**config.mk**
```make
export PLATFORM = sky130hd
export DESIGN_NAME = per_arb2_flat
export DESIGN_NICKNAME = d
export VERILOG_FILES = /design/src/rtl/per_arb2_if.sv /design/src/rtl/per_arb2.sv /design/src/flat_wrapper.sv
export SDC_FILE = /design/constraint.sdc
export NUM_CORES = 1
export LEC_CHECK = 0
export ABC_AREA = 1
export CAP_MARGIN = 20
export CORE_AREA = 3 3 122 124
export DETAILED_ROUTE_END_ITERATION = 7
export DIE_AREA = 0 0 125 127
export GPL_ROUTABILITY_DRIVEN = 0
export SLEW_MARGIN = 25
export SYNTH_ARGS = -nofsm -noshare
export SYNTH_HDL_FRONTEND = slang
export SYNTH_SLANG_ARGS = --single-unit
```
**constraint.sdc**
```tcl
create_clock -name clk_i -period 1.8 [get_ports clk_i]
set_input_delay 0.45 -clock clk_i [delete_from_list [all_inputs] [get_ports clk_i]]
set_output_delay 0.45 -clock clk_i [all_outputs]
set_load 0.02 [all_outputs]
```
**src/rtl/per_arb2_if.sv**
```systemverilog
// ---------------------------------------------------------------------------
// per_arb2_if -- one peripheral-interconnect request/response channel.
//
// The requester (master modport) drives:
//   req, add, we, wdata, be
// The responder (slave modport) drives:
//   gnt, r_valid, r_opc, r_rdata
//
// A request is accepted in the cycle where req and gnt are both high.
// A read then completes on a later r_valid.
// ---------------------------------------------------------------------------
interface per_arb2_if #(
    parameter int ADDR_WIDTH = 32,
    parameter int DATA_WIDTH = 32
);
    logic                    req;
    logic [ADDR_WIDTH-1:0]   add;
    logic                    we;
    logic [DATA_WIDTH-1:0]   wdata;
    logic [DATA_WIDTH/8-1:0] be;
    logic                    gnt;
    logic                    r_valid;
    logic                    r_opc;
    logic [DATA_WIDTH-1:0]   r_rdata;

    modport master (
        output req, add, we, wdata, be,
        input  gnt, r_valid, r_opc, r_rdata
    );

    modport slave (
        input  req, add, we, wdata, be,
        output gnt, r_valid, r_opc, r_rdata
    );
endinterface

```
**src/rtl/per_arb2.sv**
```systemverilog
// ---------------------------------------------------------------------------
// per_arb2 -- two-master round-robin arbiter in front of one peripheral port.
//
// Ports:
//   clk_i, rst_ni   clock and asynchronous active-low reset
//   m0, m1          requester channels (slave side of per_arb2_if)
//   s               shared downstream channel (master side of per_arb2_if)
//   unexp_rvalid_o  one-cycle pulse when a response arrives with no read pending
//
// Behaviour:
//   - One transaction is selected per handshake.
//   - Writes finish at grant, so back-to-back writes can be issued every cycle.
//   - A granted read blocks the port until its response is seen.
//     The response valid is steered to the owner of the read.
//   - Response data and opcode go to both masters unregistered.
// ---------------------------------------------------------------------------
module per_arb2 #(
    parameter int ADDR_WIDTH = 32,
    parameter int DATA_WIDTH = 32
) (
    input  logic         clk_i,
    input  logic         rst_ni,
    per_arb2_if.slave    m0,
    per_arb2_if.slave    m1,
    per_arb2_if.master   s,
    output logic         unexp_rvalid_o
);
    localparam logic [0:0] IDLE    = 1'b0;
    localparam logic [0:0] WAIT_RD = 1'b1;

    logic [0:0] state;
    logic       prio;   // 0: m0 wins a tie
    logic       owner;  // master waiting for the read response

    logic       sel;
    logic       hs;
    logic       rsp_ok;

    // prio only moves on a handshake.
    // This keeps a stalled request stable while the slave holds off gnt.
    always_comb begin
        sel = 1'b0;
        if (m0.req && m1.req) begin
            sel = prio;
        end else if (m1.req) begin
            sel = 1'b1;
        end
    end

    // Request channel: the fields follow the selected master.
    // With no requester they follow m0.
    assign s.req   = (state == IDLE) && (m0.req || m1.req);
    assign s.add   = sel ? m1.add   : m0.add;
    assign s.we    = sel ? m1.we    : m0.we;
    assign s.wdata = sel ? m1.wdata : m0.wdata;
    assign s.be    = sel ? m1.be    : m0.be;

    // A grant seen while s.req is low is ignored.
    assign hs     = s.req && s.gnt;
    assign m0.gnt = hs && !sel;
    assign m1.gnt = hs &&  sel;

    // Response valid is only meaningful while a read is pending.
    assign rsp_ok         = (state == WAIT_RD) && s.r_valid;
    assign m0.r_valid     = rsp_ok && !owner;
    assign m1.r_valid     = rsp_ok &&  owner;
    assign unexp_rvalid_o = (state == IDLE) && s.r_valid;

    assign m0.r_opc   = s.r_opc;
    assign m1.r_opc   = s.r_opc;
    assign m0.r_rdata = s.r_rdata;
    assign m1.r_rdata = s.r_rdata;

    always_ff @(posedge clk_i or negedge rst_ni) begin
        if (!rst_ni) begin
            state <= IDLE;
            prio  <= 1'b0;
            owner <= 1'b0;
        end else begin
            case (state)
                IDLE: begin
                    if (hs) begin
                        prio <= ~sel;
                        if (!s.we) begin
                            owner <= sel;
                            state <= WAIT_RD;
                        end
                    end
                end
                WAIT_RD: begin
                    // Returning to IDLE here leaves one bubble cycle
                    // before the next grant.
                    if (s.r_valid) begin
                        state <= IDLE;
                    end
                end
                default: state <= IDLE;
            endcase
        end
    end
endmodule

```
**src/flat_wrapper.sv**
```systemverilog
// flat-port wrapper written by rule: the top's interface ports become plain ports
module per_arb2_flat 
#(
    parameter int ADDR_WIDTH = 32,
    parameter int DATA_WIDTH = 32
)
  (clk_i, rst_ni, unexp_rvalid_o, m0_req, m0_add, m0_we, m0_wdata, m0_be, m0_gnt, m0_r_valid, m0_r_opc, m0_r_rdata, m1_req, m1_add, m1_we, m1_wdata, m1_be, m1_gnt, m1_r_valid, m1_r_opc, m1_r_rdata, s_req, s_add, s_we, s_wdata, s_be, s_gnt, s_r_valid, s_r_opc, s_r_rdata);
  per_arb2_if #(.ADDR_WIDTH(ADDR_WIDTH), .DATA_WIDTH(DATA_WIDTH)) m0_i ();
  per_arb2_if #(.ADDR_WIDTH(ADDR_WIDTH), .DATA_WIDTH(DATA_WIDTH)) m1_i ();
  per_arb2_if #(.ADDR_WIDTH(ADDR_WIDTH), .DATA_WIDTH(DATA_WIDTH)) s_i ();
  input  logic clk_i;
  input  logic rst_ni;
  output logic unexp_rvalid_o;
  input wire logic [$bits(m0_i.req)-1:0] m0_req;
  input wire logic [$bits(m0_i.add)-1:0] m0_add;
  input wire logic [$bits(m0_i.we)-1:0] m0_we;
  input wire logic [$bits(m0_i.wdata)-1:0] m0_wdata;
  input wire logic [$bits(m0_i.be)-1:0] m0_be;
  output wire logic [$bits(m0_i.gnt)-1:0] m0_gnt;
  output wire logic [$bits(m0_i.r_valid)-1:0] m0_r_valid;
  output wire logic [$bits(m0_i.r_opc)-1:0] m0_r_opc;
  output wire logic [$bits(m0_i.r_rdata)-1:0] m0_r_rdata;
  input wire logic [$bits(m1_i.req)-1:0] m1_req;
  input wire logic [$bits(m1_i.add)-1:0] m1_add;
  input wire logic [$bits(m1_i.we)-1:0] m1_we;
  input wire logic [$bits(m1_i.wdata)-1:0] m1_wdata;
  input wire logic [$bits(m1_i.be)-1:0] m1_be;
  output wire logic [$bits(m1_i.gnt)-1:0] m1_gnt;
  output wire logic [$bits(m1_i.r_valid)-1:0] m1_r_valid;
  output wire logic [$bits(m1_i.r_opc)-1:0] m1_r_opc;
  output wire logic [$bits(m1_i.r_rdata)-1:0] m1_r_rdata;
  output wire logic [$bits(s_i.req)-1:0] s_req;
  output wire logic [$bits(s_i.add)-1:0] s_add;
  output wire logic [$bits(s_i.we)-1:0] s_we;
  output wire logic [$bits(s_i.wdata)-1:0] s_wdata;
  output wire logic [$bits(s_i.be)-1:0] s_be;
  input wire logic [$bits(s_i.gnt)-1:0] s_gnt;
  input wire logic [$bits(s_i.r_valid)-1:0] s_r_valid;
  input wire logic [$bits(s_i.r_opc)-1:0] s_r_opc;
  input wire logic [$bits(s_i.r_rdata)-1:0] s_r_rdata;
  assign m0_i.req = m0_req;
  assign m0_i.add = m0_add;
  assign m0_i.we = m0_we;
  assign m0_i.wdata = m0_wdata;
  assign m0_i.be = m0_be;
  assign m0_gnt = m0_i.gnt;
  assign m0_r_valid = m0_i.r_valid;
  assign m0_r_opc = m0_i.r_opc;
  assign m0_r_rdata = m0_i.r_rdata;
  assign m1_i.req = m1_req;
  assign m1_i.add = m1_add;
  assign m1_i.we = m1_we;
  assign m1_i.wdata = m1_wdata;
  assign m1_i.be = m1_be;
  assign m1_gnt = m1_i.gnt;
  assign m1_r_valid = m1_i.r_valid;
  assign m1_r_opc = m1_i.r_opc;
  assign m1_r_rdata = m1_i.r_rdata;
  assign s_req = s_i.req;
  assign s_add = s_i.add;
  assign s_we = s_i.we;
  assign s_wdata = s_i.wdata;
  assign s_be = s_i.be;
  assign s_i.gnt = s_gnt;
  assign s_i.r_valid = s_r_valid;
  assign s_i.r_opc = s_r_opc;
  assign s_i.r_rdata = s_r_rdata;
  per_arb2 #(.ADDR_WIDTH(ADDR_WIDTH), .DATA_WIDTH(DATA_WIDTH)) u_core (.clk_i(clk_i), .rst_ni(rst_ni), .m0(m0_i), .m1(m1_i), .s(s_i), .unexp_rvalid_o(unexp_rvalid_o));
endmodule
```
==> impl_metrics.json, run 1 <==
{
  "drc": 0,
  "postCtsHoldBufs": 0,
  "synth_ff_type": "dfrtp_1",
  "cts.htree.levels": 1,
  "synth.avg_cell_area_um2": 4.909,
  "synth_common_cells": "nand2_1, buf_4, buf_2",
  "fin_crit_sh": 1.067,
  "hp-class": "input port to asynchronous set/reset pin",
  "synthArstFlopShare": 1.000,
  "synthTopCellsByArea": "nand2_1, buf_4, dfrtp_1",
  "fmax_mhz": 520.5,
  "fin_skew_ns": 0.001269,
  "violations": "negative setup slack",
  "multi_input_area_mm2": 0.001363,
  "track_usage": 0.1118,
  "synth_top_area_share": 0.5130,
  "tightest_slew_ns": 0.1435,
  "cp.arrival_ns": 1.47,
  "pwr_density_cell_mw_per_mm2": 522.1,
  "ys_ff_latch": 3,
  "synth_warnings": 0,
  "setup_violations": 61,
  "cts_tree": "done",
  "viasPerCell": 3.718,
  "syn_nets": 490,
  "io_pins": 318,
  "rsz0062_at_grt": "true",
  "antenna_found_initial": 0,
  "cts_sinks": 3,
  "nFillCells": 1453,
  "route.vias.total": 2502,
  "cts_root_buf": "clkbuf_16",
  "ys_seq_area_frac": 0.04886,
  "drt_pass1_iterations": 4,
  "hpwl_um": 6160,
  "io_buffers": 218,
  "seqCellArea_um2": 75.07,
  "ir_drop_v": 0.0002823,
  "drive_above_1_share": 0.4706,
  "coreArea_mm2": 0.01388,
  "whs_ns": 0.4112,
  "outcome": "finished with violations",
  "path_max_fanout": 8,
  "max_stage_delay_ns": 0.36,
  "drtIter0Drc": 47,
  "required_ns": 1.35,
  "synthCells": 313,
  "fp-row-count": 43,
  "cp_top_family": "buffers and inverters",
  "slowest_stage": "dfrtp_1",
  "clk_pin_slew_ns": 0.03,
  "cp_cell_sequence": "inv_2, nand2_4, nand2_8, buf_12, buf_12, buf_16, nand2_2, nand2_2, buf_6",
  "crit_type": "register to output port",
  "gr-total-overflow": 0,
  "start_util": 0.1107,
  "synth-edff-count": 0,
  "wirelength_um": 9733,
  "dieArea_mm2": 0.01588,
  "die_w_um": 125,
  "setup_ws_ns": -0.1211,
  "end_kind": "output port",
  "path_buf_inv": 5,
  "postRouteAntennaNets": 0,
  "cp-start-kind": "register",
  "die_y_um": 127,
  "clock_latency_ns": 0.22,
  "finalHoldViolCount": 0,
  "grt_pass1_vias": 2545,
  "fin_crit_ns": 1.921,
  "num-nets-final": 671,
  "areaGrowthSynthToFinish_pct": 202.8,
  "maxSlewHeadroom": 0.9036,
  "wl_per_cell_um": 14.46,
  "grt_max_degree": 20,
  "clock_path_buffers": 2,
  "syn-cell-area_mm2": 0.001536,
  "synth_most_common_cell": "nand2_1",
  "yosysTopAreaCell": "nand2_1",
  "cap_viol_max_count": 0,
  "p_leak_nw": 2.273,
  "grt_pass1_wl_um": 14070,
  "final-max-slew-violation-count": 0,
  "cts_buffers": 3,
  "total_power_mw": 2.429,
  "diodes": 0,
  "synth_cell_types": 15
}
[path summary, 6_finish.rpt]
kind / from / cells after the start / slack, ns / end
max: u_core.prio$_DFFE_PN0P_ / 9 / -0.12 / s_wdata[18]
max in group asynchronous: rst_ni / 1 / 1.25 / u_core.owner$_DFFE_PN0P_
max reg2reg: u_core.prio$_DFFE_PN0P_ / 9 / 0.42 / u_core.state$_DFF_PN0_
min: rst_ni / 1 / 0.41 / u_core.prio$_DFFE_PN0P_
min in group clk_i: s_r_valid / 2 / 0.47 / u_core.state$_DFF_PN0_
min reg2reg: u_core.owner$_DFFE_PN0P_ / 2 / 0.52 / u_core.owner$_DFFE_PN0P_
[per-layer routing]
layer  vias to the layer above  routed length (µm)  GRT usage
met5                         -                   0          0
met4                         0                 352    0.03571
met3                        36                 982    0.03512
met2                       161                5159     0.2139
met1                      1076                3238     0.1159
li1                       1229                   -          -
[logic make-up after synthesis]
family          after synthesis  synth area share
buf+inv                      86            0.3925
simple gates                222            0.5521
flops                         3           0.04886
compound gates                2          0.006508
[final cells by class]
cell class / count / area share
inverter: 6 / 0.006453
timing repair buffer: 256 / 0.6193
multi-input combinational: 224 / 0.2928
sequential: 3 / 0.01613
tap: 180 / 0.04840
clock buffer: 4 / 0.01694
[what timing repair did]
action                     in CTS  in global routing
setup buffers                  12                  3
pin swaps                      37                 22
cloned                         10                  1
gates resized for setup       537                 76
setup endpoints to repair      75                 74
hold endpoints to repair        0                  0
[flip-flops by register name, summed over array words and instances, names as in the netlist]
name / cells
u_core.owner: 1
u_core.state: 1
u_core.prio: 1
[per-stage QoR]
| stage | util | area, µm² | TNS (ns) | setup WS (ns) | cells |
|---|---|---|---|---|---|
| floorplan | - | 1536 | 0 | 0.07140 | 313 |
| global placement | 0.2522 | 3501 | -58.62 | -0.8668 | 643 |
| detailed placement | 0.2522 | 3501 | -59.01 | -0.8671 | 643 |
| CTS | 0.3115 | 4324 | -5.249 | -0.1572 | 669 |
| global route | 0.3352 | 4653 | -8.286 | -0.1783 | 673 |
| finish | 0.3352 | 4653 | -4.457 | -0.1211 | 673 |
[placed cells by master, fill, tap and decap left out, types with 2 or more instances in the layout]
| master | instances |
|---|---|
| buf_12 | 9 |
| buf_16 | 11 |
| buf_2 | 5 |
| buf_4 | 17 |
| buf_6 | 69 |
| clkbuf_16 | 4 |
| clkdlybuf4s50_1 | 139 |
| dfrtp_1 | 3 |
| inv_1 | 4 |
| nand2_1 | 105 |
| nand2_2 | 63 |
| nand2_4 | 43 |
| nand3_1 | 2 |
| nor2_2 | 4 |
[power breakdown]
part           leakage (nW)  total (mW)  internal [mW]  switching, mW
Sequential           0.0362      0.0931         0.0827         0.0104
Combinational          2.20        1.99           1.08          0.905
Clock                0.0382       0.350          0.292         0.0575
Total                  2.27        2.43           1.46          0.973
Power figures use the tool's default switching activity.
==> run 2: changes to the inputs <==
--- a/config.mk
+++ b/config.mk
@@ -5,11 +5,10 @@
 export SDC_FILE = /design/constraint.sdc
 export NUM_CORES = 1
 export LEC_CHECK = 0
-export ABC_AREA = 1
 export CAP_MARGIN = 20
-export CORE_AREA = 3 3 122 124
+export CORE_AREA = 3 3 123 125
 export DETAILED_ROUTE_END_ITERATION = 7
-export DIE_AREA = 0 0 125 127
+export DIE_AREA = 0 0 126 128
 export GPL_ROUTABILITY_DRIVEN = 0
 export SLEW_MARGIN = 25
 export SYNTH_ARGS = -nofsm -noshare
==> impl_metrics.json, run 2 <==
{
  "path_max_fanout": 8,
  "postRouteAntennaNets": 0,
  "cp.arrival_ns": 1.65,
  "drc": 0,
  "synth_top_area_share": 0.4912,
  "hpwl_um": 8062,
  "areaGrowthSynthToFinish_pct": 155.9,
  "die_y_um": 128,
  "fin_skew_ns": 0.0006801,
  "reg.largest.list": "u_core.owner (1), u_core.prio (1), u_core.state (1)",
  "drt_pass1_iterations": 4,
  "io_buffers": 218,
  "clock_latency_ns": 0.22,
  "postCtsHoldBufs": 0,
  "io_pins": 318,
  "track_usage": 0.1148,
  "grt_pass1_wl_um": 13990,
  "fin_area_mm2": 0.003990,
  "synth_cell_types": 19,
  "syn_nets": 343,
  "violations": "negative setup slack",
  "ir_drop_v": 0.0002346,
  "synth.avg_cell_area_um2": 9.392,
  "synthArstFlopShare": 1.000,
  "final_cells": 531,
  "final_cell_mix": "clkdlybuf4s50_1, buf_6, mux2_4",
  "viasPerCell": 3.539,
  "gr-total-overflow": 0,
  "cts_sinks": 3,
  "synth_ff_type": "dfrtp_1",
  "fp-row-count": 43,
  "reg2reg_setup_slack_ns": 0.43,
  "wl_per_cell_um": 19.51,
  "hp-class": "input port to asynchronous set/reset pin",
  "synth-edff-count": 0,
  "ys_ff_latch": 3,
  "r2r_start": "u_core.prio$_DFFE_PN0P_",
  "synthTopCellsByArea": "mux2_2, buf_4, buf_6",
  "clk_pin_slew_ns": 0.03,
  "synthCells": 166,
  "outcome": "finished with violations",
  "place_area_mm2": 0.003492,
  "pwr_density_cell_mw_per_mm2": 542.2,
  "fin_crit_sh": 1.167,
  "fin_crit_ns": 2.101,
  "grt_max_degree": 12,
  "cp-start-kind": "register",
  "syn-cell-area_mm2": 0.001559,
  "layout_commonest_cell": "clkdlybuf4s50_1",
  "tightest_slew_ns": 0.2465,
  "crit_start": "u_core.prio$_DFFE_PN0P_",
  "route.vias.total": 1879,
  "num-nets-final": 529,
  "coreArea_mm2": 0.01399,
  "cts.htree.levels": 1,
  "drtIter0Drc": 108,
  "antenna_found_initial": 0,
  "die_w_um": 126,
  "finalHoldViolCount": 0,
  "setup_tns_ns": -17.54,
  "diodes": 0,
  "cap_viol_max_count": 0,
  "rsz0062_at_grt": "true",
  "dieArea_mm2": 0.01613,
  "crit_type": "register to output port",
  "reg2reg_depth": 5,
  "end_kind": "output port",
  "dp.cells": 506,
  "synth_most_common_cell": "mux2_2",
  "cts_tree": "done",
  "setup_violations": 70,
  "setup_ws_ns": -0.3014,
  "start_util": 0.1114,
  "wirelength_um": 10360,
  "synth_common_cells": "mux2_2, buf_4, buf_6",
  "p_leak_nw": 1.807,
  "cts_buffers": 3,
  "maxSlewHeadroom": 0.8352,
  "final-max-slew-violation-count": 0,
  "synth_warnings": 0,
  "required_ns": 1.35,
  "yosysTopAreaCell": "mux2_2",
  "place_ws_ns": -0.9863,
  "total_power_mw": 2.163,
  "clock_path_buffers": 2,
  "cts_root_buf": "clkbuf_16",
  "grt_pass1_vias": 2140,
  "ys_seq_area_frac": 0.04815,
  "fmax_mhz": 475.9,
  "reg2reg_to": "u_core.state$_DFF_PN0_",
  "drive_above_1_share": 0.5499
}
[run 2: metal layers]
layer  wire, µm  track usage  vias up
met2       4625       0.1831      149
met5          0            0        -
met3       1557      0.06917        8
li1           -            -      875
met1       4115       0.1393      847
met4         60     0.007571        0
[run 2: area by class of cell]
type / instances / area [µm²]
clock buffer: 4 / 78.83
fill: 1449 / 9998
inverter: 4 / 15.01
multi-input combinational: 86 / 1057
sequential: 3 / 75.07
tap: 180 / 225.2
timing repair buffer: 254 / 2539
[run 2: timing repair]
item,4_1_cts,5_1_grt
hold endpoints to repair,0,0
resized for setup,355,78
buffers inserted,17,6
endpoints found under the setup margin,75,73
pin swaps,1,2
gates cloned,5,1
[run 2: critical path, stage by stage (launching register included)]
cell and delay, ns:
dfrtp_1 0.37, nand2b_4 0.17, nand2_8 0.15, buf_16 0.15, buf_6 0.11, mux2_2 0.33, buf_6 0.13
[run 2: where the power goes]
| group | switching, mW | total (mW) | internal [mW] |
|---|---|---|---|
| clock network | 0.0584 | 0.351 | 0.292 |
| logic | 0.706 | 1.72 | 1.02 |
| registers | 0.00793 | 0.0887 | 0.0808 |
[run 2: how the worst max path moves through the flow]
stage,end
finish,s_wdata[4]
global route,s_wdata[11]
CTS,s_add[6]
detailed placement,s_wdata[2]
global placement,s_be[3]
floorplan,s_add[0]
[run 2: through the flow]
| stage | hold slack, ns | util |
|---|---|---|
| 6_report | 0.4253 | 0.2852 |
| 5_1_grt | 0.4357 | 0.2852 |
| 4_1_cts | 0.4255 | 0.2754 |
| 3_5_place_dp | 0.5080 | 0.2496 |
| 3_3_place_gp | 0.5266 | 0.2496 |
| 2_1_floorplan | 0.1544 | - |
[run 2: logic make-up (layout without fill, tap and decap cells)]
group,Yosys count,count (layout),synth area share
buf+inv,77,262,0.3780
flops,3,3,0.04815
simple gates,10,10,0.04174
compound gates,7,7,0.03130
mux,69,69,0.5008
==> run 3: changes to the inputs <==
--- a/config.mk
+++ b/config.mk
@@ -5,10 +5,11 @@
 export SDC_FILE = /design/constraint.sdc
 export NUM_CORES = 1
 export LEC_CHECK = 0
+export ABC_AREA = 1
 export CAP_MARGIN = 20
-export CORE_AREA = 3 3 123 125
+export CORE_AREA = 3 3 122 124
 export DETAILED_ROUTE_END_ITERATION = 7
-export DIE_AREA = 0 0 126 128
+export DIE_AREA = 0 0 125 127
 export GPL_ROUTABILITY_DRIVEN = 0
 export SLEW_MARGIN = 25
 export SYNTH_ARGS = -nofsm -noshare
==> results of run 3 <==
No change in the layout: final DEF, timing and power equal those of run 1.
